`src/rtl/game_flow_ctrl_if.sv`:
```
// rtl/game_flow_ctrl_if.sv - stimulus/status bundle between the game scene and the flow controller
interface game_flow_ctrl_if;
    logic        tick_100Hz;
    logic        btn;
    logic        collision;
    logic        pipe_passed;
    logic [1:0]  game_state;
    logic        flap;
    logic        scroll_en;
    logic [11:0] score;
    logic        new_best;

    modport master (
        output tick_100Hz, btn, collision, pipe_passed,
        input  game_state, flap, scroll_en, score, new_best
    );

    modport slave (
        input  tick_100Hz, btn, collision, pipe_passed,
        output game_state, flap, scroll_en, score, new_best
    );
endinterface

```
`src/rtl/game_flow_ctrl.sv`:
```
// rtl/game_flow_ctrl.sv - round state machine with button debounce, BCD score and best-score tracking
module game_flow_ctrl #(
    parameter int DEBOUNCE_TICKS  = 3,
    parameter int OVER_HOLD_TICKS = 100
) (
    input  logic            clk,
    input  logic            rst_n,
    game_flow_ctrl_if.slave gf
);

    localparam int DB_W   = (DEBOUNCE_TICKS  < 2) ? 1 : $clog2(DEBOUNCE_TICKS + 1);
    localparam int HOLD_W = (OVER_HOLD_TICKS < 2) ? 1 : $clog2(OVER_HOLD_TICKS + 1);

    typedef enum logic [1:0] {
        GAME_INITIAL = 2'd0,
        GAME_PLAYING = 2'd1,
        GAME_OVER    = 2'd2
    } state_t;

    state_t              state_q, state_d;
    logic                db_level_q, db_level_d;
    logic [DB_W-1:0]     db_cnt_q, db_cnt_d;
    logic                press_q, press_d;
    logic                armed_q, armed_d;
    logic                flap_q, flap_d;
    logic                scroll_en_q, scroll_en_d;
    logic                new_best_q, new_best_d;
    logic [11:0]         score_q, score_d;
    logic [11:0]         best_q, best_d;
    logic [HOLD_W-1:0]   hold_q, hold_d;

    function automatic logic [11:0] bcd_inc(input logic [11:0] v);
        logic [3:0] d2, d1, d0;
        {d2, d1, d0} = v;
        if (v == 12'h999) begin
            return v;
        end
        if (d0 != 4'd9) begin
            d0 = d0 + 4'd1;
        end else begin
            d0 = 4'd0;
            if (d1 != 4'd9) begin
                d1 = d1 + 4'd1;
            end else begin
                d1 = 4'd0;
                d2 = d2 + 4'd1;
            end
        end
        return {d2, d1, d0};
    endfunction

    // A button already held when reset releases must be seen low once before it can fire a press.
    always_comb begin
        db_level_d = db_level_q;
        db_cnt_d   = db_cnt_q;
        press_d    = 1'b0;
        armed_d    = armed_q | ~gf.btn;
        if (gf.tick_100Hz) begin
            if (gf.btn != db_level_q) begin
                if (db_cnt_q == DB_W'(DEBOUNCE_TICKS - 1)) begin
                    db_level_d = gf.btn;
                    db_cnt_d   = '0;
                    press_d    = gf.btn & armed_q;
                end else begin
                    db_cnt_d = db_cnt_q + 1'b1;
                end
            end else begin
                db_cnt_d = '0;
            end
        end
    end

    always_ff @(posedge clk or negedge rst_n) begin
        if (!rst_n) begin
            db_level_q <= 1'b0;
            db_cnt_q   <= '0;
            press_q    <= 1'b0;
            armed_q    <= 1'b0;
        end else begin
            db_level_q <= db_level_d;
            db_cnt_q   <= db_cnt_d;
            press_q    <= press_d;
            armed_q    <= armed_d;
        end
    end

    always_ff @(posedge clk or negedge rst_n) begin
        if (!rst_n) begin
            state_q <= GAME_INITIAL;
        end else begin
            state_q <= state_d;
        end
    end

    always_comb begin
        state_d = state_q;
        case (state_q)
            GAME_INITIAL: if (press_q)                          state_d = GAME_PLAYING;
            GAME_PLAYING: if (gf.collision)                     state_d = GAME_OVER;
            GAME_OVER:    if (press_q && (hold_q == '0))        state_d = GAME_INITIAL;
            default:                                            state_d = GAME_INITIAL;
        endcase
    end

    // Collision takes priority over both a flap and a pipe credit in the same cycle.
    always_comb begin
        flap_d  = 1'b0;
        score_d = score_q;
        best_d  = best_q;
        hold_d  = hold_q;
        case (state_q)
            GAME_INITIAL: begin
                if (press_q) begin
                    flap_d  = 1'b1;
                    score_d = 12'h000;
                end
            end
            GAME_PLAYING: begin
                if (gf.collision) begin
                    hold_d = HOLD_W'(OVER_HOLD_TICKS);
                    if (score_q > best_q) begin
                        best_d = score_q;
                    end
                end else begin
                    flap_d = press_q;
                    if (gf.pipe_passed) begin
                        score_d = bcd_inc(score_q);
                    end
                end
            end
            GAME_OVER: begin
                if (gf.tick_100Hz && (hold_q != '0)) begin
                    hold_d = hold_q - 1'b1;
                end
            end
            default: begin
                hold_d = '0;
            end
        endcase
        scroll_en_d = (state_d == GAME_PLAYING);
        new_best_d  = (state_d != GAME_INITIAL) && (score_d > best_d);
    end

    always_ff @(posedge clk or negedge rst_n) begin
        if (!rst_n) begin
            flap_q      <= 1'b0;
            scroll_en_q <= 1'b0;
            new_best_q  <= 1'b0;
            score_q     <= 12'h000;
            best_q      <= 12'h000;
            hold_q      <= '0;
        end else begin
            flap_q      <= flap_d;
            scroll_en_q <= scroll_en_d;
            new_best_q  <= new_best_d;
            score_q     <= score_d;
            best_q      <= best_d;
            hold_q      <= hold_d;
        end
    end

    assign gf.game_state = state_q;
    assign gf.flap       = flap_q;
    assign gf.scroll_en  = scroll_en_q;
    assign gf.new_best   = new_best_q;
    assign gf.score      = score_q;

endmodule
```
`src/flat_wrapper.sv`:
```
// flat-port wrapper written by rule: the top's interface ports become plain ports
module game_flow_ctrl_flat 
#(
    parameter int DEBOUNCE_TICKS  = 3,
    parameter int OVER_HOLD_TICKS = 100
)
  (clk, rst_n, gf_tick_100Hz, gf_btn, gf_collision, gf_pipe_passed, gf_game_state, gf_flap, gf_scroll_en, gf_score, gf_new_best);
  game_flow_ctrl_if gf_i ();
  input  logic clk;
  input  logic rst_n;
  input wire logic [$bits(gf_i.tick_100Hz)-1:0] gf_tick_100Hz;
  input wire logic [$bits(gf_i.btn)-1:0] gf_btn;
  input wire logic [$bits(gf_i.collision)-1:0] gf_collision;
  input wire logic [$bits(gf_i.pipe_passed)-1:0] gf_pipe_passed;
  output wire logic [$bits(gf_i.game_state)-1:0] gf_game_state;
  output wire logic [$bits(gf_i.flap)-1:0] gf_flap;
  output wire logic [$bits(gf_i.scroll_en)-1:0] gf_scroll_en;
  output wire logic [$bits(gf_i.score)-1:0] gf_score;
  output wire logic [$bits(gf_i.new_best)-1:0] gf_new_best;
  assign gf_i.tick_100Hz = gf_tick_100Hz;
  assign gf_i.btn = gf_btn;
  assign gf_i.collision = gf_collision;
  assign gf_i.pipe_passed = gf_pipe_passed;
  assign gf_game_state = gf_i.game_state;
  assign gf_flap = gf_i.flap;
  assign gf_scroll_en = gf_i.scroll_en;
  assign gf_score = gf_i.score;
  assign gf_new_best = gf_i.new_best;
  game_flow_ctrl #(.DEBOUNCE_TICKS(DEBOUNCE_TICKS), .OVER_HOLD_TICKS(OVER_HOLD_TICKS)) u_core (.clk(clk), .rst_n(rst_n), .gf(gf_i));
endmodule
```
`config.mk`:
```
export PLATFORM = sky130hd
export DESIGN_NAME = game_flow_ctrl_flat
export DESIGN_NICKNAME = d
export VERILOG_FILES = /design/src/rtl/game_flow_ctrl_if.sv /design/src/rtl/game_flow_ctrl.sv /design/src/flat_wrapper.sv
export SDC_FILE = /design/constraint.sdc
export NUM_CORES = 1
export LEC_CHECK = 0
export CORE_ASPECT_RATIO = 0.9
export CORE_MARGIN = 1
export CORE_UTILIZATION = 30
export CTS_CLUSTER_SIZE = 30
export DETAILED_ROUTE_END_ITERATION = 7
export PLACE_DENSITY = 0.45
export REMOVE_ABC_BUFFERS = 1
export SLEW_MARGIN = 5
export SYNTH_ARGS = -nofsm -noshare
export SYNTH_HDL_FRONTEND = slang
export SYNTH_SLANG_ARGS = --single-unit
export TNS_END_PERCENT = 30
```
`constraint.sdc`:
```
create_clock -name clk -period 3.7 [get_ports clk]
set_clock_uncertainty 0.15 [all_clocks]
set_input_delay 0.74 -clock clk [delete_from_list [all_inputs] [get_ports clk]]
set_output_delay 0.74 -clock clk [all_outputs]
set_load 0.05 [all_outputs]
```
==> results.yml <==
outcome:
  status: "complete, no violations"
setup_path:
  r2r-start: "u_core.best_q[1]"
  critPathMaxStageDelay_ns: 0.53
  cp_top_family: "compound AO/OA/AOI/OAI gates"
  worstRegToRegCells: 12
  worstSetupPathType: "reg2reg"
  reg2reg_to: "u_core.gf.new_best"
  path_buf_inv: 3
  end_kind: "flip-flop"
  start_kind: "flip-flop"
  rrSetupSlack_ns: 0.31
  critPathRequiredTime_ns: 3.74
  slowest_stage: "o41ai_4"
  crit_fanout: 15
  crit_chain: "inv_1, ha_1, nor2b_1, o211ai_1, a21oi_1, o41ai_4, buf_12, mux2_1, ha_1, inv_1, o41a_1, o221a_2"
  cp.arrival_ns: 3.43
hold_path:
  holdPathStages: 1
  hold_path_class: "reg2reg"
  hold_path_end: "u_core.armed_q"
  min_from: "u_core.armed_q"
sta:
  slew_headroom: 0.353
  setup_viol: 0
  tightestPinTransition_ns: 0.970
  post-route-min-period_ns: 3.39
  setup_ws_ns: 0.312
  hold_viol: 0
  max_freq_ghz: 0.295
  fin_crit_sh: 0.916
  fin_tns_setup_ns: 0
  rsz0062_at_grt: "no"
  maxSlewViolCount: 0
power_and_ir_drop:
  combPwrFrac: 0.536
  sw_frac_of_total: 0.453
  ir_drop_mv: 0.228
  p_per_area_nw_per_um2: 615
  power.switching_uw: 931
  total_leakage_power_uw: 0.00159
  intPower_uw: 1130
  p_clk_frac: 0.149
  p_total_uw: 2060
  p_seq_frac: 0.315
detailed_routing:
  wl_per_cell_um: 15.0
  ant_nets: 0
  firstDrtPassIters: 4
  wirelength_um: 6680
  num_vias: 2185
  via_per_inst: 4.92
  drcViolationCount: 0
  drt_iter0_markers: 51
cts:
  cts_sinks: 41
  clockBufferDepth: 2
  cts_max_level: 2
  ctsHoldBuffers: 0
  cts_setup_buffers: 0
  clk_pin_slew_ns: 0.09
  cts_tree: "built"
  post_cts_resized: 0
  cts_inserted_buffers: 5
  cts_root_buffer: "clkbuf_8"
  clock_latency_ns: 0.30
final_layout:
  diodes: 0
  mostFrequentLayoutCell: "dfrtp_1"
  stdcell_count: 444
  n_fill_cell: 938
  final_cell_mix: "41 x dfrtp_1, 35 x ha_1, 29 x inv_1"
  drive_gt1_frac: 0.112
  final_nets: 362
  area_growth_pct: 19.7
  finalInstanceArea_um2: 3340
grt:
  grt_max_degree: 42
  grt_pass1_vias: 2228
  antenna_found_initial: 0
  grt_usage: 0.151
  grt_pass1_wl_um: 11600
  grt_remaining_overflow: 0
synth:
  synth_enable_flop_cells: 0
  synth_flop_cell: "dfrtp_1"
  synth_cell_type_count: 56
  yosysSeqAreaShare: 0.367
  postSynth.asyncResetShare: 1.00
  synth_top_cell_area_share: 0.367
  synth-seq-cells: 41
  yosysTopAreaCell: "dfrtp_1"
  synth_area_um2: 2790
  synth_area_per_cell_um2: 9.91
  synthCells: 282
  ys.warnings.count: 0
  synth.area.top_cells: "dfrtp_1 37%, ha_1 16%, mux2i_1 5.4%"
floorplanning:
  dieWidth_um: 104
  start_util: 0.308
  die_h_um: 93.6
  ioPinCount: 23
  num_rows: 33
  fp.dieArea_um2: 9700
  core_um2: 9080
place:
  dpl-instance-area_um2: 3250
  post-place-ws_ns: 0.0760
  io_buffers: 22
  dp_hpwl_um: 5100
  routabilityCongestion: 0.750
  dp_cells: 436
job:
  drv_cap: 0
-- power by group through the flow --
stage | sequential, uW | clock, uW | combinational (uW)
after floorplan | 805 | 0 | 606
after global placement | 657 | 0 | 1110
after detailed placement | 659 | 0 | 1100
after CTS | 649 | 318 | 1110
after global routing | 665 | 335 | 1230
final | 648 | 307 | 1100
-- sequential cells by signal, indices dropped and copies added (netlist names), 2 cells and up --
name / cells
u_core.best_q: 12
u_core.gf.score: 12
u_core.hold_q: 7
u_core.db_cnt_q: 2
u_core.gf.game_state: 2
-- cell families (layout without fill, tap and decap cells) --
group,after synthesis,after routing,share of synthesized area
muxes,25,25,0.0940
AOI/OAI and AO/OA,77,77,0.191
xor gates and xnor gates,2,2,0.00627
DFF,41,41,0.367
adders and majority gates,35,35,0.157
and+or+nand+nor,68,68,0.134
buffers and inverters,34,74,0.0502
-- cells in the mapped netlist (2+ instances only) --
| cell | instances |
|---|---|
| nor2b_1 | 3 |
| mux2_2 | 4 |
| o21ai_1 | 4 |
| a31oi_1 | 5 |
| nand3b_1 | 3 |
| nor2_1 | 9 |
| nand2_1 | 17 |
| mux2i_1 | 15 |
| o31ai_1 | 3 |
| dfrtp_1 | 41 |
| o21ai_0 | 18 |
| o21a_1 | 3 |
| a21o_1 | 3 |
| nand3_1 | 8 |
| a41oi_1 | 2 |
| a32o_1 | 2 |
| inv_1 | 29 |
| a211oi_1 | 2 |
| o22ai_1 | 2 |
| a21oi_1 | 16 |
| nor3_1 | 5 |
| nand4_1 | 6 |
| o31a_1 | 2 |
| o211ai_1 | 4 |
| nor4_1 | 2 |
| ha_1 | 35 |
| nand2b_1 | 4 |
| mux2_1 | 6 |
| a22oi_1 | 2 |
-- layer usage --
metal  wire [um]  GRT usage  vias to the layer above
met4          48     0.0357                        0
met2        2860      0.240                       28
li1            -          -                     1130
met3         187     0.0258                        5
met1        3580      0.214                     1022
met5           0          0                        -
-- metrics by stage --
stage | hold WS [ns] | utilization
floorplan | 0.285 | -
global placement | 0.305 | 0.358
detailed placement | 0.307 | 0.358
CTS | 0.331 | 0.368
global route | 0.356 | 0.368
finish | 0.325 | 0.368
-- cell type report --
cell class / count / area (um2) / area share
Clock buffer: 5 / 68.8 / 0.0206
Clock inverter: 3 / 22.5 / 0.00674
Inverter: 30 / 113 / 0.0337
Multi-Input combinational cell: 207 / 1630 / 0.487
Sequential cell: 41 / 1030 / 0.307
Tap cell: 122 / 153 / 0.0457
Timing Repair Buffer: 36 / 333 / 0.0996
-- how the worst max path moves through the flow --
| stage | slack (ns) | depth (start not counted) | endpoint | from |
|---|---|---|---|---|
| 2_1_floorplan | -0.39 | 12 | u_core.gf.new_best | u_core.gf.score[1] |
| 3_3_place_gp | 0.06 | 10 | u_core.gf.new_best | gf_collision |
| 3_5_place_dp | 0.08 | 10 | u_core.gf.new_best | gf_collision |
| 4_1_cts | 0.30 | 12 | u_core.gf.new_best | u_core.best_q[1] |
| 5_1_grt | 0.11 | 14 | u_core.gf.new_best | u_core.best_q[1] |
| 6_report | 0.31 | 12 | u_core.gf.new_best | u_core.best_q[1] |
No activity file was read; power rests on OpenSTA's default activity.
